[src/rtl/uart_pkg.sv]
// Shared types and constants for the UART transmit path.
package uart_pkg;

   // Frame sequencer states; 6 of the 8 encodings are used.
   typedef enum logic [2:0] {
      IDLE   = 3'd0,
      START  = 3'd1,
      DATA   = 3'd2,
      PARITY = 3'd3,
      STOP   = 3'd4,
      STOP2  = 3'd5
   } tx_state_t;

   // Parity selector values; 2'b11 also means no parity.
   localparam logic [1:0] PAR_NONE = 2'b00;
   localparam logic [1:0] PAR_EVEN = 2'b01;
   localparam logic [1:0] PAR_ODD  = 2'b10;

   // True when the mode inserts a parity bit into the frame.
   function automatic logic parity_en(input logic [1:0] mode);
      return (mode == PAR_EVEN) || (mode == PAR_ODD);
   endfunction

endpackage

[src/rtl/uart_tx_fifo.sv]
// Transmit FIFO: circular buffer with registered head read on pop.
module uart_tx_fifo #(
   parameter int WIDTH = 8,
   parameter int DEPTH = 16
) (
   input  logic                     clk,
   input  logic                     rst,
   input  logic                     push,
   input  logic [WIDTH-1:0]         din,
   input  logic                     pop,
   output logic [WIDTH-1:0]         q,
   output logic [$clog2(DEPTH):0]   level,
   output logic                     full,
   output logic                     empty
);

   localparam int AW = $clog2(DEPTH);

   logic [WIDTH-1:0] mem [DEPTH];
   logic [AW-1:0]    wr_ptr;
   logic [AW-1:0]    rd_ptr;
   logic [AW:0]      count;
   logic             wr_ok;
   logic             rd_ok;

   // A write into a full buffer is dropped even if a pop frees a slot this cycle.
   assign full  = (count == (AW+1)'(DEPTH));
   assign empty = (count == '0);
   assign level = count;
   assign wr_ok = push & ~full;
   assign rd_ok = pop & ~empty;

   // Storage array; contents need no reset since count gates every read.
   always_ff @(posedge clk) begin
      if (wr_ok) mem[wr_ptr] <= din;
   end

   // Pointers wrap naturally because DEPTH is a power of two.
   always_ff @(posedge clk or posedge rst) begin
      if (rst) begin
         wr_ptr <= '0;
         rd_ptr <= '0;
         count  <= '0;
      end else begin
         if (wr_ok) wr_ptr <= wr_ptr + 1'b1;
         if (rd_ok) rd_ptr <= rd_ptr + 1'b1;
         case ({wr_ok, rd_ok})
            2'b10:   count <= count + 1'b1;
            2'b01:   count <= count - 1'b1;
            default: count <= count;
         endcase
      end
   end

   // Head is captured on pop so the consumer sees it the following cycle.
   always_ff @(posedge clk or posedge rst) begin
      if (rst)        q <= '0;
      else if (rd_ok) q <= mem[rd_ptr];
   end

endmodule

[src/rtl/uart_tx_ctrl.sv]
// UART transmitter: FIFO-fed frame sequencer paced by an external bit tick.
module uart_tx_ctrl
   import uart_pkg::*;
#(
   parameter int DATA_BITS  = 8,
   parameter int FIFO_DEPTH = 16
) (
   input  logic                          clk_50m_i,
   input  logic                          rst_i,
   input  logic [DATA_BITS-1:0]          din_i,
   input  logic                          wren_i,
   input  logic                          clken_i,
   input  logic [1:0]                    parity_mode_i,
   input  logic                          stop2_i,
   output logic                          tx_o,
   output logic                          tx_busy_o,
   output logic                          full_o,
   output logic [$clog2(FIFO_DEPTH):0]   level_o,
   output logic                          ovf_o
);

   localparam int CW = $clog2(DATA_BITS);
   localparam logic [CW-1:0] LAST_BIT = CW'(DATA_BITS - 1);

   tx_state_t            state;
   tx_state_t            state_nxt;
   logic [DATA_BITS-1:0] head;
   logic [DATA_BITS-1:0] shreg;
   logic [CW-1:0]        bit_cnt;
   logic                 par_acc;
   logic [1:0]           frame_par;
   logic                 frame_stop2;
   logic                 tx_q;
   logic                 tx_nxt;
   logic                 ovf_q;
   logic                 pop;
   logic                 load;
   logic                 shift_en;
   logic                 empty;

   uart_tx_fifo #(
      .WIDTH (DATA_BITS),
      .DEPTH (FIFO_DEPTH)
   ) u_fifo (
      .clk   (clk_50m_i),
      .rst   (rst_i),
      .push  (wren_i),
      .din   (din_i),
      .pop   (pop),
      .q     (head),
      .level (level_o),
      .full  (full_o),
      .empty (empty)
   );

   assign tx_o      = tx_q;
   assign ovf_o     = ovf_q;
   assign tx_busy_o = (state != IDLE) || (level_o != '0);

   // Frame state register.
   always_ff @(posedge clk_50m_i or posedge rst_i) begin
      if (rst_i) state <= IDLE;
      else       state <= state_nxt;
   end

   // Next state, line value and datapath strobes; the line only moves on a tick.
   always_comb begin
      state_nxt = state;
      tx_nxt    = tx_q;
      pop       = 1'b0;
      load      = 1'b0;
      shift_en  = 1'b0;
      case (state)
         IDLE: begin
            tx_nxt = 1'b1;
            // A tick landing in the pop cycle is deliberately not used.
            if (!empty) begin
               pop       = 1'b1;
               state_nxt = START;
            end
         end
         START: begin
            if (clken_i) begin
               tx_nxt    = 1'b0;
               load      = 1'b1;
               state_nxt = DATA;
            end
         end
         DATA: begin
            if (clken_i) begin
               tx_nxt   = shreg[0];
               shift_en = 1'b1;
               if (bit_cnt == LAST_BIT)
                  state_nxt = parity_en(frame_par) ? PARITY : STOP;
            end
         end
         PARITY: begin
            if (clken_i) begin
               tx_nxt    = par_acc ^ (frame_par == PAR_ODD);
               state_nxt = STOP;
            end
         end
         STOP: begin
            if (clken_i) begin
               tx_nxt    = 1'b1;
               state_nxt = frame_stop2 ? STOP2 : IDLE;
            end
         end
         STOP2: begin
            if (clken_i) begin
               tx_nxt    = 1'b1;
               state_nxt = IDLE;
            end
         end
         default: begin
            tx_nxt    = 1'b1;
            state_nxt = IDLE;
         end
      endcase
   end

   // Line register, per-frame config latch, shifter, parity and overflow flag.
   always_ff @(posedge clk_50m_i or posedge rst_i) begin
      if (rst_i) begin
         tx_q        <= 1'b1;
         ovf_q       <= 1'b0;
         frame_par   <= PAR_NONE;
         frame_stop2 <= 1'b0;
         shreg       <= '0;
         bit_cnt     <= '0;
         par_acc     <= 1'b0;
      end else begin
         tx_q  <= tx_nxt;
         ovf_q <= wren_i & full_o;
         // Config is sampled once per frame so mid-frame changes wait for the next pop.
         if (pop) begin
            frame_par   <= parity_mode_i;
            frame_stop2 <= stop2_i;
         end
         if (load) begin
            shreg   <= head;
            bit_cnt <= '0;
            par_acc <= 1'b0;
         end else if (shift_en) begin
            shreg   <= shreg >> 1;
            bit_cnt <= bit_cnt + 1'b1;
            par_acc <= par_acc ^ shreg[0];
         end
      end
   end

endmodule
[config.mk]
export PLATFORM = sky130hd
export DESIGN_NAME = uart_tx_ctrl
export DESIGN_NICKNAME = d
export VERILOG_FILES = /design/src/rtl/uart_pkg.sv /design/src/rtl/uart_tx_fifo.sv /design/src/rtl/uart_tx_ctrl.sv
export SDC_FILE = /design/constraint.sdc
export NUM_CORES = 1
export LEC_CHECK = 0
export ABC_AREA = 1
export CORE_MARGIN = 2
export CORE_UTILIZATION = 50
export CTS_CLUSTER_SIZE = 30
export DETAILED_ROUTE_END_ITERATION = 16
export GPL_TIMING_DRIVEN = 0
export PLACE_DENSITY_LB_ADDON = 0.25
export SLEW_MARGIN = 25
export SYNTH_ARGS = -nofsm -noshare
export SYNTH_HDL_FRONTEND = slang
export SYNTH_SLANG_ARGS = --single-unit
[constraint.sdc]
create_clock -name clk_50m_i -period 3.44 [get_ports clk_50m_i]
set_clock_uncertainty 0.1 [all_clocks]
set_input_delay 1.032 -clock clk_50m_i [delete_from_list [all_inputs] [get_ports clk_50m_i]]
set_output_delay 1.032 -clock clk_50m_i [all_outputs]
set_load 0.005 [all_outputs]
# [Word level (Yosys, flattened, before mapping)]
# Memory sizes are Yosys's and may differ from the RTL's. A register that Yosys moved wholly into a read port is not among the register bits.
# Index checks and enable logic that the tools add are counted.
[word_totals] latchBits=0 ramBits=128 output_inout_bits=9 ff_bits=33 inputBits=15 memories=1 word_cells=83 mem_bits_ro=0
[classes] bitwise_logic=7 n_div=0 order_cmp=0 n_mul=0 n_shift=0 eq_ne=19 n_mux=29 addsub=5 reduce_logical=11
[memory_table] memory="u_fifo.mem" depth=16 word_bits=8 rd=1 rd_clocked_by_memory_dff=1 write_ports=1 line="uart_tx_fifo.sv:19" rtl="logic [WIDTH-1:0] mem [DEPTH];"
[ops] operator="two-way mux 3 bit" n=11
[ops] operator="one-hot mux 3 bit (6 select lines)" n=1
[ops] operator="two-way mux 8 bit" n=2
[ops] operator="inequality test 2 bit, second input constant" n=7
[ops] operator="two-way mux 1 bit" n=13
[ops] operator="one-hot mux 5 bit (2 select lines)" n=1
[ops] operator="equality test 3 bit, second input constant" n=3
[ops] operator="adder 4 x 1 -> 4 bit, second input constant" n=2
[ops] operator="AND reduction 7 bit" n=1
[ops] operator="equality test 3 x 2 -> 1 bit, second input constant" n=2
[ops] operator="adder 5 x 1 -> 5 bit, second input constant" n=1
[ops] operator="equality test 5 bit, second input constant" n=1
[ops] operator="logical NOT 5 bit" n=1
[ops] operator="nonzero test 5 bit" n=1
[ops] operator="subtractor 5 x 1 -> 5 bit, second input constant" n=1
[ops] operator="equality test 2 x 1 -> 1 bit, second input constant" n=2
[ops] operator="equality test 2 bit, second input constant" n=2
[ops] operator="one-hot mux 1 bit (4 select lines)" n=1
[ops] operator="AND reduction 4 bit" n=1
[ops] operator="nonzero test 2 bit" n=2
[ops] operator="adder 3 x 1 -> 3 bit, second input constant" n=1
[ops] operator="bitwise AND 1 bit" n=3
[ops] operator="equality test 3 x 1 -> 1 bit, second input constant" n=1
[ops] operator="logical NOT 3 bit" n=1
[ops] operator="other kinds (6)" n=9

# [Depth between registers and ports, before layout]
[logic_depth] word_depth=6 ltp_mapped=18

# [By module]
# From an unflattened synthesis, not the netlist that was laid out.
[unflattened] hier_cells=810 area_unflattened_um2=7761.2
[modules_own_cells] mod="uart_tx_fifo" n_inst=1 cells_each=673 area_each_um2=6691.4
[modules_own_cells] mod="uart_tx_ctrl" n_inst=1 cells_each=137 area_each_um2=1069.8

# [Worst setup path after synthesis]
# No wires, ideal clock.
[synth_timing] kind="input -> register" startpoint="input port wren_i" endpoint="register u_fifo.count[4], in the netlist u_fifo.level[4]" required_ns=3.223 setup_ns=0.117 slack_ns=0.872 stages=12 arrival_time_ns=2.352 path_cell_list="nand2_2 -> buf_2 -> ha_1 -> xor2_1 -> ha_1 -> inv_1 -> nand2_1 -> nand3_1 -> nand3_1 -> nand2_1 -> nand2_1 -> nand2_1"
[synth_between] elab_chain_len=3
[synth_rtl] item="start, declared" line="uart_tx_ctrl.sv:11" rtl="input logic wren_i,"
[synth_rtl] item="bitwise AND 1 bit (*)" line="uart_tx_fifo.sv:30" rtl="assign wr_ok = push & ~full;"
[synth_rtl] item="equality test 2 x 1 -> 1 bit / equality test 2 bit (equally long branches)" line="uart_tx_fifo.sv:47" rtl="case ({wr_ok, rd_ok})"
[synth_rtl] item="one-hot mux 5 bit (2 select lines) / nonzero test 2 bit (equally long branches)"
[synth_rtl] item="end signal, assigned" line="uart_tx_fifo.sv:48" rtl="2'b10: count <= count + 1'b1;"
[synth_rtl] item="end signal, assigned" line="uart_tx_fifo.sv:49" rtl="2'b01: count <= count - 1'b1;"
[synth_rtl] item="end signal, assigned" line="uart_tx_fifo.sv:50" rtl="default: count <= count;"
[synth_rtl] item="end, declared" line="uart_tx_fifo.sv:22" rtl="logic [AW:0] count;"
# Mark *: on every way between the ends. The rest lies on a longest branch, timed or not.
# A chain may end at the register's enable or synchronous reset.

# [Worst setup path after layout]
[layout_timing] startpoint="register u_fifo.count[2], in the netlist u_fifo.level[2]" endpoint="output port tx_busy_o"
[layout_between] elab_chain_len=2
[layout_rtl] item="nonzero test 5 bit" line="uart_tx_ctrl.sv:58" rtl="assign tx_busy_o = (state != IDLE) || (level_o != '0);"
[layout_rtl] item="logical OR 1 bit" line="uart_tx_ctrl.sv:58"
[layout_rtl] item="end, declared" line="uart_tx_ctrl.sv:16" rtl="output logic tx_busy_o,"
# No other way between the ends.

==> results.py <==
metrics = {
    "detailed_routing": {
        "drt_wl_total_mm": 16.6,
        "drc": 0,
        "via_count": 5273,
        "avgRoutedWirePerCell_um": 16.4,
        "dr.pass1.iters": 5,
        "via_per_inst": 5.19,
        "drtAntennaViolNets": 0,
        "dr.first_iter.drc_count": 395,
    },
    "yosys": {
        "syn_area_per_cell_um2": 9.94,
        "synth-adder-area-share": 0.0179,
        "synth_nets": 798,
        "synthArstFlopShare": 0.243,
        "synthMuxAreaShare": 0.00130,
        "seq_area_frac_synth": 0.635,
        "synth-edff-count": 128,
        "synth.top_cell.area_share": 0.501,
        "syn_inst": 772,
        "yosys.area.top_type": "edfxtp_1",
        "yosys_warnings": 0,
        "ys_ff_latch": 169,
        "synth-main-ff-cell": "edfxtp_1",
        "synth_commonest_cells": "nand2_1 (242), edfxtp_1 (128), inv_1 (126)",
        "yosysMostFrequentCell": "nand2_1",
        "synth_xor_area_frac": 0.0137,
        "synth_cell_types": 38,
        "synth_area_um2": 7670,
        "synth_compound_area_frac": 0.0220,
        "synth_top_family_by_area": "simple AND/OR/NAND/NOR gates",
        "yosys.area_share.simple": 0.220,
        "synth_area_leaders": "edfxtp_1 (50%), dfrtp_1 (13%), nand2_1 (12%)",
    },
    "place": {
        "gp_congestion": 0.924,
        "io_buffers": 23,
        "dp_hpwl_mm": 11.5,
    },
    "die": {
        "io_pins": 24,
        "rows": 45,
        "start_util": 0.508,
        "die_y_um": 128,
        "coreArea_um2": 15100,
        "die_area_um2": 16400,
        "die_w_um": 128,
    },
    "cells_and_area": {
        "diodes": 0,
        "multi_input_area_um2": 2170,
        "drive_above_1_share": 0.109,
        "area_delta_synth_final_pct": 14.6,
        "nets": 841,
        "regArea_um2": 4870,
        "fillCellCount": 1302,
        "post-route-util": 0.583,
    },
    "timing": {
        "fin_crit_ns": 3.15,
        "finalHoldViolCount": 0,
        "tightest_slew_ns": 0.850,
        "whs_ns": 0.381,
        "slew_violations": 0,
        "min_period_over_period": 0.916,
        "rsz0062_at_grt": "false",
        "setup-violations-final": 0,
        "maxSlewHeadroom": 0.431,
        "fmax_mhz": 317,
    },
    "critical_path": {
        "critPathCaptureType": "primary output",
        "arrival_ns": 2.02,
        "worstSetupPathType": "flop to primary output",
        "path_cells": "nor2_1, nand2_1, nor2_1, nand2_1, clkdlybuf4s50_1",
        "cp_slowest_cell": "clkdlybuf4s50_1",
        "cp.required_ns": 2.31,
        "start_kind": "flop",
        "cpPeakStageDelay_ns": 0.48,
        "crit_fanout": 6,
    },
    "pwr": {
        "internal_power_mw": 4.64,
        "powerDensity_nw_per_um2": 856,
        "seqPwrFrac": 0.370,
        "max-vdd-ir-drop_mv": 0.437,
        "pwr-share-clk": 0.247,
        "p_switching_mw": 2.89,
        "p_comb_frac": 0.383,
        "p_sw_frac": 0.383,
        "p_leak_nw": 3.92,
    },
    "clocking": {
        "cts-root-buf": "clkbuf_16",
        "clk_pin_slew_ns": 0.06,
        "htreeDepth": 4,
        "ctsHoldBuffers": 0,
        "clockBufferDepth": 2,
        "numCtsBuffers": 17,
        "insertion_delay_ns": 0.43,
        "ctsResizeCount": 0,
        "cts_setup_buffers": 0,
        "clock_sinks": 169,
        "cts_tree": "yes",
    },
    "grt": {
        "grt_overflow": 0,
        "grt_use_total": 0.215,
        "grt_max_degree": 32,
        "grt_pass1_wl_mm": 26.3,
        "antenna_found_initial": 0,
        "grt_pass1_vias": 5199,
    },
    "worst_hold_path": {
        "hp-class": "flop to flop",
    },
    "outcome": {
        "run_status": "completed",
    },
    "job": {
        "drv_cap": 0,
    },
}
-- critical path: cells and delay by family (launching register included) --
| family | cells | cell delay (ns) |
|---|---|---|
| and+or+nand+nor | 4 | 0.67 |
| buffers and inverters | 1 | 0.48 |
| DFF | 1 | 0.44 |
-- path summary, 6_finish.rpt --
path	start	endpoint	slack [ns]	cells past startpoint
min	bit_cnt[0]	bit_cnt[0]	0.38	1
max in group asynchronous	rst_i	tx_o	1.95	3
max reg2reg	u_fifo.level[2]	u_fifo.level[4]	0.63	14
min in group asynchronous	rst_i	u_fifo.level[0]	0.77	2
max	u_fifo.level[2]	tx_busy_o	0.29	5
min reg2reg	bit_cnt[0]	bit_cnt[0]	0.38	1
-- stage by stage --
step / area (µm²) / power, mW / setup WS (ns) / TNS, ns / std cells
6_report: 8790 / 7.53 / 0.289 / 0 / 1016
5_1_grt: 8790 / 7.99 / 0.171 / 0 / 1016
4_1_cts: 8780 / 7.52 / 0.307 / 0 / 1016
3_5_place_dp: 8200 / 5.67 / 0.0147 / 0 / 984
3_3_place_gp: 8140 / 5.54 / -0.0291 / -0.230 / 983
2_1_floorplan: 7670 / 4.78 / 0.872 / 0 / 772
-- kinds of logic after synthesis --
family                   count (synthesis)
buffers and inverters                  164
multiplexers                             1
AO/OA/AOI/OAI                           24
adder cells (fa/ha/maj)                 11
AND/OR/NAND/NOR                        391
flip-flops                             169
XOR/XNOR                                12
-- routing by layer --
metal	GRT usage	wire length (µm)	up-vias
li1	-	-	2580
met1	0.281	7240	2499
met2	0.354	8140	167
met3	0.0463	874	27
met4	0.0840	369	0
met5	0	0	-
-- state kept, by name, indices dropped and copies added (netlist names) --
name           flops
bit_cnt            3
ovf_o              1
u_fifo.q           8
u_fifo.mem       128
frame_stop2        1
u_fifo.level       5
par_acc            1
tx_o               1
u_fifo.rd_ptr      4
u_fifo.wr_ptr      4
frame_par          2
state              3
shreg              8
-- area by class of cell --
| cell class | count | share of cell area |
|---|---|---|
| plain buffers | 29 | 0.0199 |
| clock buffers | 17 | 0.0484 |
| clock inverters | 15 | 0.0172 |
| inverters | 135 | 0.0588 |
| multi-input cells | 439 | 0.247 |
| flip-flops and latches | 169 | 0.554 |
| well taps | 188 | 0.0267 |
| repair buffers | 24 | 0.0285 |
-- power groups by stage --
stage | clock network (mW) | registers (mW) | logic, mW
after CTS | 1.88 | 2.78 | 2.86
after floorplan | 0 | 2.78 | 2.00
after global placement | 0 | 2.81 | 2.72
final | 1.86 | 2.78 | 2.89
after global routing | 1.95 | 2.83 | 3.22
after detailed placement | 0 | 2.82 | 2.84
-- layout by cell type (no fill, tap or decap), types with 2 or more instances in the layout --
master / instances
dfrtp_1: 40
clkbuf_1: 4
clkbuf_16: 17
xor2_1: 9
clkinv_1: 3
inv_4: 4
nand3_1: 111
buf_2: 14
inv_2: 5
xnor2_1: 3
inv_6: 3
o221ai_1: 6
nor2_2: 2
clkdlybuf4s50_1: 23
clkinv_4: 4
clkinv_2: 2
nor2_4: 2
edfxtp_1: 128
nand2_2: 3
buf_6: 2
nor2_1: 13
a22o_1: 2
inv_1: 125
buf_4: 9
nor3_2: 12
ha_1: 11
o21ai_0: 9
nand2_1: 242
bufinv_16: 2
No activity file was read; power rests on OpenSTA's default activity.
